**config.mk**
```make
export PLATFORM = sky130hd
export DESIGN_NAME = hazard_ctrl
export DESIGN_NICKNAME = d
export VERILOG_FILES = /design/src/rtl/hazard_ctrl.sv
export SDC_FILE = /design/constraint.sdc
export NUM_CORES = 1
export LEC_CHECK = 0
export CAP_MARGIN = 20
export CORE_MARGIN = 1
export CORE_UTILIZATION = 38
export DETAILED_ROUTE_END_ITERATION = 8
export PLACE_DENSITY = 0.76
export SETUP_SLACK_MARGIN = 0.2
export SLEW_MARGIN = 5
export SYNTH_ARGS = -nofsm -noshare
export SYNTH_HDL_FRONTEND = slang
export SYNTH_SLANG_ARGS = --single-unit
```
**constraint.sdc**
```tcl
create_clock -name clk -period 1.7 [get_ports clk]
set_input_delay 0.255 -clock clk [delete_from_list [all_inputs] [get_ports clk]]
set_output_delay 0.255 -clock clk [all_outputs]
set_load 0.05 [all_outputs]
```
**src/rtl/hazard_ctrl.sv**
```systemverilog
// Hazard controller for the 5-stage pipeline.
// Generates load-use stalls, branch/jump/interrupt flushes, EX forwarding selects and perf counters.
module hazard_ctrl #(
   parameter int LOAD_STALL = 1,
   parameter int CNT_W      = 16
) (
   input  logic             clk,
   input  logic             reset,
   input  logic [4:0]       rs_ID,
   input  logic [4:0]       rt_ID,
   input  logic             use_rs_ID,
   input  logic             use_rt_ID,
   input  logic             jump_ID,
   input  logic [4:0]       rs_EX,
   input  logic [4:0]       rt_EX,
   input  logic             MemRead_EX,
   input  logic             RegWrite_EX,
   input  logic [4:0]       Write_register_EX,
   input  logic             branch_taken_EX,
   input  logic             RegWrite_MEM,
   input  logic [4:0]       Write_register_MEM,
   input  logic             RegWrite_WB,
   input  logic [4:0]       Write_register_WB,
   input  logic             irq,
   input  logic             irq_en,
   output logic             PCWrite,
   output logic             IFIDWrite,
   output logic             IFFlush,
   output logic             IDEXBubble,
   output logic             irq_take,
   output logic [1:0]       ForwardA,
   output logic [1:0]       ForwardB,
   output logic [CNT_W-1:0] stall_cnt,
   output logic [CNT_W-1:0] flush_cnt,
   output logic [1:0]       state_dbg
);

   localparam logic [1:0] S_IDLE  = 2'd0;
   localparam logic [1:0] S_STALL = 2'd1;
   localparam logic [1:0] S_IRQ   = 2'd2;

   localparam logic [2:0] STALL_INIT = 3'(LOAD_STALL - 1);

   logic [1:0] state, state_nxt;
   logic [2:0] stall_left, stall_left_nxt;
   logic       irq_pending;
   logic       load_use_hit;
   logic       stall_inc;
   logic       flush_inc;
   logic       reg_write_ex_unused;

   // RegWrite_EX is not needed: a load always writes, and MemRead_EX identifies it.
   assign reg_write_ex_unused = RegWrite_EX;

   assign load_use_hit = MemRead_EX && (Write_register_EX != 5'd0) &&
                         ((use_rs_ID && (rs_ID == Write_register_EX)) ||
                          (use_rt_ID && (rt_ID == Write_register_EX)));

   assign state_dbg = state;

   always_comb begin
      PCWrite        = 1'b1;
      IFIDWrite      = 1'b1;
      IFFlush        = 1'b0;
      IDEXBubble     = 1'b0;
      irq_take       = 1'b0;
      ForwardA       = 2'b00;
      ForwardB       = 2'b00;
      stall_inc      = 1'b0;
      flush_inc      = 1'b0;
      state_nxt      = state;
      stall_left_nxt = stall_left;
      // Reset is folded in so outputs fall back to idle values without waiting for a clock.
      if (reset) begin
         if (RegWrite_MEM && (Write_register_MEM != 5'd0) && (Write_register_MEM == rs_EX))
            ForwardA = 2'b10;
         else if (RegWrite_WB && (Write_register_WB != 5'd0) && (Write_register_WB == rs_EX))
            ForwardA = 2'b01;
         if (RegWrite_MEM && (Write_register_MEM != 5'd0) && (Write_register_MEM == rt_EX))
            ForwardB = 2'b10;
         else if (RegWrite_WB && (Write_register_WB != 5'd0) && (Write_register_WB == rt_EX))
            ForwardB = 2'b01;

         case (state)
            S_IDLE: begin
               if (branch_taken_EX) begin
                  IFFlush    = 1'b1;
                  IDEXBubble = 1'b1;
                  flush_inc  = 1'b1;
               end else if (load_use_hit) begin
                  PCWrite    = 1'b0;
                  IFIDWrite  = 1'b0;
                  IDEXBubble = 1'b1;
                  stall_inc  = 1'b1;
                  if (LOAD_STALL > 1) begin
                     state_nxt      = S_STALL;
                     stall_left_nxt = STALL_INIT;
                  end
               end else if (irq_pending && irq_en) begin
                  irq_take   = 1'b1;
                  IFFlush    = 1'b1;
                  IDEXBubble = 1'b1;
                  flush_inc  = 1'b1;
                  state_nxt  = S_IRQ;
               end else if (jump_ID) begin
                  IFFlush   = 1'b1;
                  flush_inc = 1'b1;
               end
            end
            S_STALL: begin
               PCWrite        = 1'b0;
               IFIDWrite      = 1'b0;
               IDEXBubble     = 1'b1;
               stall_inc      = 1'b1;
               stall_left_nxt = stall_left - 3'd1;
               if (stall_left <= 3'd1) state_nxt = S_IDLE;
            end
            S_IRQ: begin
               state_nxt = S_IDLE;
            end
            default: begin
               state_nxt = S_IDLE;
            end
         endcase
      end
   end

   always_ff @(posedge clk or negedge reset) begin
      if (!reset) begin
         state      <= S_IDLE;
         stall_left <= 3'd0;
      end else begin
         state      <= state_nxt;
         stall_left <= stall_left_nxt;
      end
   end

   // A new request in the same cycle as the take keeps the interrupt pending.
   always_ff @(posedge clk or negedge reset) begin
      if (!reset)        irq_pending <= 1'b0;
      else if (irq)      irq_pending <= 1'b1;
      else if (irq_take) irq_pending <= 1'b0;
   end

   always_ff @(posedge clk or negedge reset) begin
      if (!reset) begin
         stall_cnt <= '0;
         flush_cnt <= '0;
      end else begin
         if (stall_inc && (stall_cnt != '1)) stall_cnt <= stall_cnt + CNT_W'(1);
         if (flush_inc && (flush_cnt != '1)) flush_cnt <= flush_cnt + CNT_W'(1);
      end
   end

endmodule

```
Word-level counts from Yosys, hierarchy flattened
Index checks and enable logic that the tools add are counted.
{ "totals": {"reg_bits": 38, "out_inout_bits": 43, "elab_cells": 79} }
{ "classes": {"add_sub_neg": 3, "n_lt_le_gt_ge": 1, "eq_ne": 13, "mux": 36, "reduce_logical": 21} }
{ "ops": {"columns": ["cell", "n"], "rows": [
  ["16-bit by 1-bit adder with 16-bit output, second input constant", 2],
  ["16-bit != test, second input constant", 2],
  ["5-bit == test", 6],
  ["1-bit 2-to-1 mux", 24],
  ["2-bit 2-to-1 mux", 8],
  ["5-bit nonzero test", 3],
  ["1-bit logical AND", 13],
  ["2-bit != test, second input constant", 4],
  ["1-bit one-hot mux with 2 select lines", 3],
  ["5-bit AND reduction", 1],
  ["2-bit one-hot mux with 2 select lines", 1],
  ["3-bit by 1-bit <= comparator with 1-bit output, second input constant", 1],
  ["3-bit by 1-bit subtractor with 3-bit output, second input constant", 1],
  ["2-bit by 1-bit == test with 1-bit output, second input constant", 1],
  ["2-bit logical NOT", 1],
  ["2-bit AND reduction", 1],
  ["2-bit nonzero test", 1],
  ["1-bit logical OR", 1]
]} }

Logic depth before layout (Yosys ltp)
{ "depth": {"depth_word": 10, "depth_mapped": 8, "depth_no_buf": 7} }

Worst setup path before layout
Ideal clock, no wire load.
{ "synth_timing": {"kind": "input-to-output", "startpoint": "input Write_register_MEM[1]", "endpoint": "output ForwardB[0]", "arrival_time_ns": 2.606, "required_ns": 1.445, "setup_slack_ns": -1.161, "stages": 4, "path_cell_list": "or4_1 o21ai_0 nor4_1 nor4_1"} }
{ "synth_between": {"elab_chain_cells": 5, "elab_cells_between_ends": 6, "cone_classes": "eq/ne (1); mux (2); reduce/logical (3)"} }
{ "synth_lines": {"columns": ["item", "line", "text"], "rows": [
  ["from (decl)", "21", "input logic [4:0] Write_register_MEM,"],
  ["5-bit nonzero test", "79", "if (RegWrite_MEM && (Write_register_MEM != 5'd0) && (Write_register_MEM == rt_EX))"],
  ["1-bit logical AND", "79", null],
  ["1-bit logical AND *", "79", null],
  ["2-bit 2-to-1 mux *", "79", null],
  ["2-bit 2-to-1 mux *", "74", "if (reset) begin"],
  ["to (decl)", "32", "output logic [1:0] ForwardB,"]
]} }
Every way passes the cells marked *; elsewhere a longest branch is shown, timed or not.

Final worst setup path
{ "layout_timing": {"startpoint": "input Write_register_EX[1]", "endpoint": "output IFFlush"} }
{ "layout_between": {"elab_chain_cells": 8, "elab_cells_between_ends": 12, "cone_classes": "eq/ne (2); mux (4); reduce/logical (6)"} }
{ "layout_lines": {"columns": ["item", "line", "text"], "rows": [
  ["from (decl)", "18", "input logic [4:0] Write_register_EX,"],
  ["5-bit == test, on equally long branches", "56, 57", null],
  ["1-bit logical AND, on equally long branches", "56, 57", null],
  ["1-bit logical OR", "56", "((use_rs_ID && (rs_ID == Write_register_EX)) ||"],
  ["1-bit logical AND *", "55", "assign load_use_hit = MemRead_EX && (Write_register_EX != 5'd0) &&"],
  ["1-bit 2-to-1 mux *", "90", "end else if (load_use_hit) begin"],
  ["1-bit 2-to-1 mux *", "86", "if (branch_taken_EX) begin"],
  ["1-bit 2-to-1 mux *", "84", "case (state)"],
  ["1-bit 2-to-1 mux *", "74", null],
  ["to (decl)", "28", "output logic IFFlush,"]
]} }
Marked as above.

==> metrics.csv <==
stage,metric,value,unit
status,status,"finished, violations left",
status,failing checks,negative setup slack,
sta,final period utilization,114,%
worst_setup_path,Crit. Startpoint,Write_register_EX[1],
finish,Final nets,446,
worst_setup_path,Worst Setup EP,IFFlush,
grt,vias in the first global route,2675,
job,maxcap violations,0,
synthesis,Synth Flop Type,dfrtp_1,
die,num ports,90,
synthesis,Mapped Nets,267,
drt,Final ANT Viol Nets,0,
synthesis,Synth cell types,35,
worst_setup_path,Reg2Reg Setup Slack,-0.10,ns
pwr,worst vdd ir,1.06,mV
drt,DRT Wirelength,9840,um
synthesis,Syn Area/Cell,9.57,um2
finish,share of layout cells above drive strength 1,66.8,%
synthesis,Post-Syn Area,0.00209,mm2
clocking,Hold Buf Count CTS,0,
grt,global-route usage over all layers,30.0,%
pwr,Pint,0.00184,W
grt,first-pass GRT wire length,13400,um
sta,"Setup violations, final",28,
synthesis,register area share after synthesis,40.8,%
die,die area,0.00579,mm2
clocking,"CTS clk-pin slew, worst paths",0.08,ns
pwr,Switching Share,38.9,%
grt,antenna violations before repair,0,
drt,DR vias,2520,
sta,RSZ-0062 raised after global routing,yes,
finish,FILL cells,268,
synthesis,ranking of synthesized cells by area,"dfrtp_1, xnor2_1, xor2_1, nand3_1, nand4_1",
pwr,leakage power,2.15,nW
drt,DRC violations left,0,
synthesis,top-count cell post-synth,xnor2_1,
placed_design,port bufs,87,
pwr,sequential power share,33.9,%
drt,DR WL/cell,21.0,um
worst_setup_path,WP data arrival,1.68,ns
synthesis,Async SR Flop Fraction,100,%
clocking,CTS H-tree lvls,2,
worst_setup_path,Critical Path RT,1.44,ns
pwr,Pwr Density,677,mW/mm2
placed_design,Final HPWL DP,5060,um
die,Die X,76.1,um
pwr,P_sw,0.00118,W
sta,Achievable Freq,517,MHz
clocking,buffer depth of the longest clock path,2,
pwr,Comb power frac,44.1,%
sta,count of final max-slew check failures,0,
die,Die Span Y,76.1,um
clocking,CTS tree,yes,
synthesis,Synth top area share,40.8,%
grt,pin count of the biggest net entering global routing,23,
finish,Non-Filler Instances,468,
drt,vias per cell,5.38,
synthesis,"EDFF count, synth",0,
synthesis,"top cells by count, synth","xnor2_1, dfrtp_1, xor2_1, nand3_1",
worst_hold_path,HP Class,in -> async,
synthesis,yosys warns,0,
finish,antenna cells,0,
worst_setup_path,CP max FO,2,
worst_setup_path,Startpoint Class,primary input,
pwr,total power,0.00302,W
sta,hold_ws,0.147,ns
placed_design,Cells after DPL,437,
sta,setup ws final,-0.233,ns
drt,TritonRoute pass-1 iters,4,
clocking,Worst-Skew Late Latency,0.30,ns
worst_setup_path,FF-to-FF path depth,8,
worst_setup_path,Crit. End Element,output port,
die,Rows,26,
synthesis,Seq cells post-synth,34,
sta,clk_skew,0.00543,ns
sta,final hold violation count,0,
worst_setup_path,WS Path Type,in -> out,
die,Initial Util,40.1,%
clocking,number of buffers created by CTS,5,
synthesis,Synth area leader,dfrtp_1,
synthesis,Post-Syn Instances,218,
die,Core Area,0.00520,mm2
worst_setup_path,FF-to-FF Start,stall_cnt[7]$_DFFE_PN0P_,
drt,initial drt markers,182,
placed_design,RePlAce Congestion,0.773,
clocking,CTS Root Cell,clkbuf_8,
sta,post-route minimum period,1.93,ns
clocking,clock sinks,34,
worst_setup_path,R2R Path End,stall_cnt[8]$_DFFE_PN0P_,
grt,GRT overflow,0,
finish,area grow syn2layout,114,%
pwr,Clk pwr share,22.0,%
[layout make-up]
class	count	area [um2]	area share [%]
clock buffer	7	86.3	1.94
clock inverter	1	5.00	0.112
inverter	6	22.5	0.505
multi-input combinational	173	1790	40.0
sequential	34	876	19.6
tap	70	87.6	1.96
timing repair buffer	177	1600	35.8
[cells in the final DEF (no fill, tap or decap), types with 4 or more instances in the layout]
master	n
buf_4	99
buf_6	26
xor2_1	22
dfrtp_2	20
xnor2_2	18
xnor2_1	17
dfrtp_1	14
nand2_1	13
buf_2	13
buf_12	12
nand4_1	11
nand3_2	10
dlygate4sd2_1	9
nor2_1	8
nor2_4	7
nand3_1	6
nor3_4	6
nand3_4	6
clkbuf_8	6
clkdlybuf4s50_1	6
clkdlybuf4s15_1	6
inv_1	5
or4_4	4
nor4_4	4
[stage by stage]
step | instance area (um2) | utilization (%) | TNS [ns] | setup slack, ns
CTS | 4190 | 80.5 | -1.97 | -0.227
finish | 4460 | 85.7 | -3.43 | -0.233
global placement | 3740 | 71.8 | -21.14 | -0.609
floorplan | 2280 | - | -4.05 | -0.228
detailed placement | 3740 | 71.8 | -22.68 | -0.650
global route | 4460 | 85.7 | -5.47 | -0.259
[power groups by stage]
stage / Sequential, W / Combinational (W) / Clock [W]
2_1_floorplan: 0.00130 / 0.000312 / 0
3_3_place_gp: 0.00102 / 0.00107 / 0
3_5_place_dp: 0.00102 / 0.00109 / 0
4_1_cts: 0.00101 / 0.00117 / 0.000638
5_1_grt: 0.00103 / 0.00138 / 0.000699
6_report: 0.00103 / 0.00133 / 0.000664
[worst min path at each step]
stage	to	slack (ns)	depth (start not counted)
after floorplan	flush_cnt[0]$_DFFE_PN0P_	-0.04	0
after global placement	flush_cnt[4]$_DFFE_PN0P_	0.46	3
after detailed placement	flush_cnt[15]$_DFFE_PN0P_	0.45	3
after CTS	flush_cnt[15]$_DFFE_PN0P_	0.13	3
after global routing	flush_cnt[2]$_DFFE_PN0P_	0.15	3
final	flush_cnt[2]$_DFFE_PN0P_	0.15	3
[worst max-delay path, stage by stage]
cell and delay, ns:
buf_6 0.09, or4_4 0.52, o21a_4 0.23, nor2b_4 0.14, a21oi_4 0.18, buf_12 0.13, buf_12 0.12
[layer usage]
layer | global-route usage [%] | wire (um) | vias up
met2 | 56.3 | 5300 | 128
met3 | 5.75 | 498 | 29
met4 | 11.5 | 303 | 0
li1 | - | - | 1105
met5 | 0 | 0 | -
met1 | 33.3 | 3750 | 1258
[flip-flops by register name, indices dropped and copies added (netlist names)]
name and flops:
stall_cnt 16, irq_pending 1, flush_cnt 16, state_dbg 1
[cell families after synthesis]
family,Yosys count,share of synthesized area (%)
and+or+nand+nor,98,24.6
xor gates and xnor gates,59,24.8
DFF,34,40.8
buffers and inverters,11,2.76
AOI/OAI and AO/OA,10,3.90
muxes,3,1.80
adders and majority gates,2,1.20
other,1,0.180
[repair_timing]
action                                  4_1_cts  5_1_grt
pin swaps                                    55       38
gates resized for setup                     166       50
endpoints found under the setup margin       43       42
endpoints found under the hold margin         0        0
buffers inserted                             15        8
Note: power is estimated with default switching activity, not from simulation.
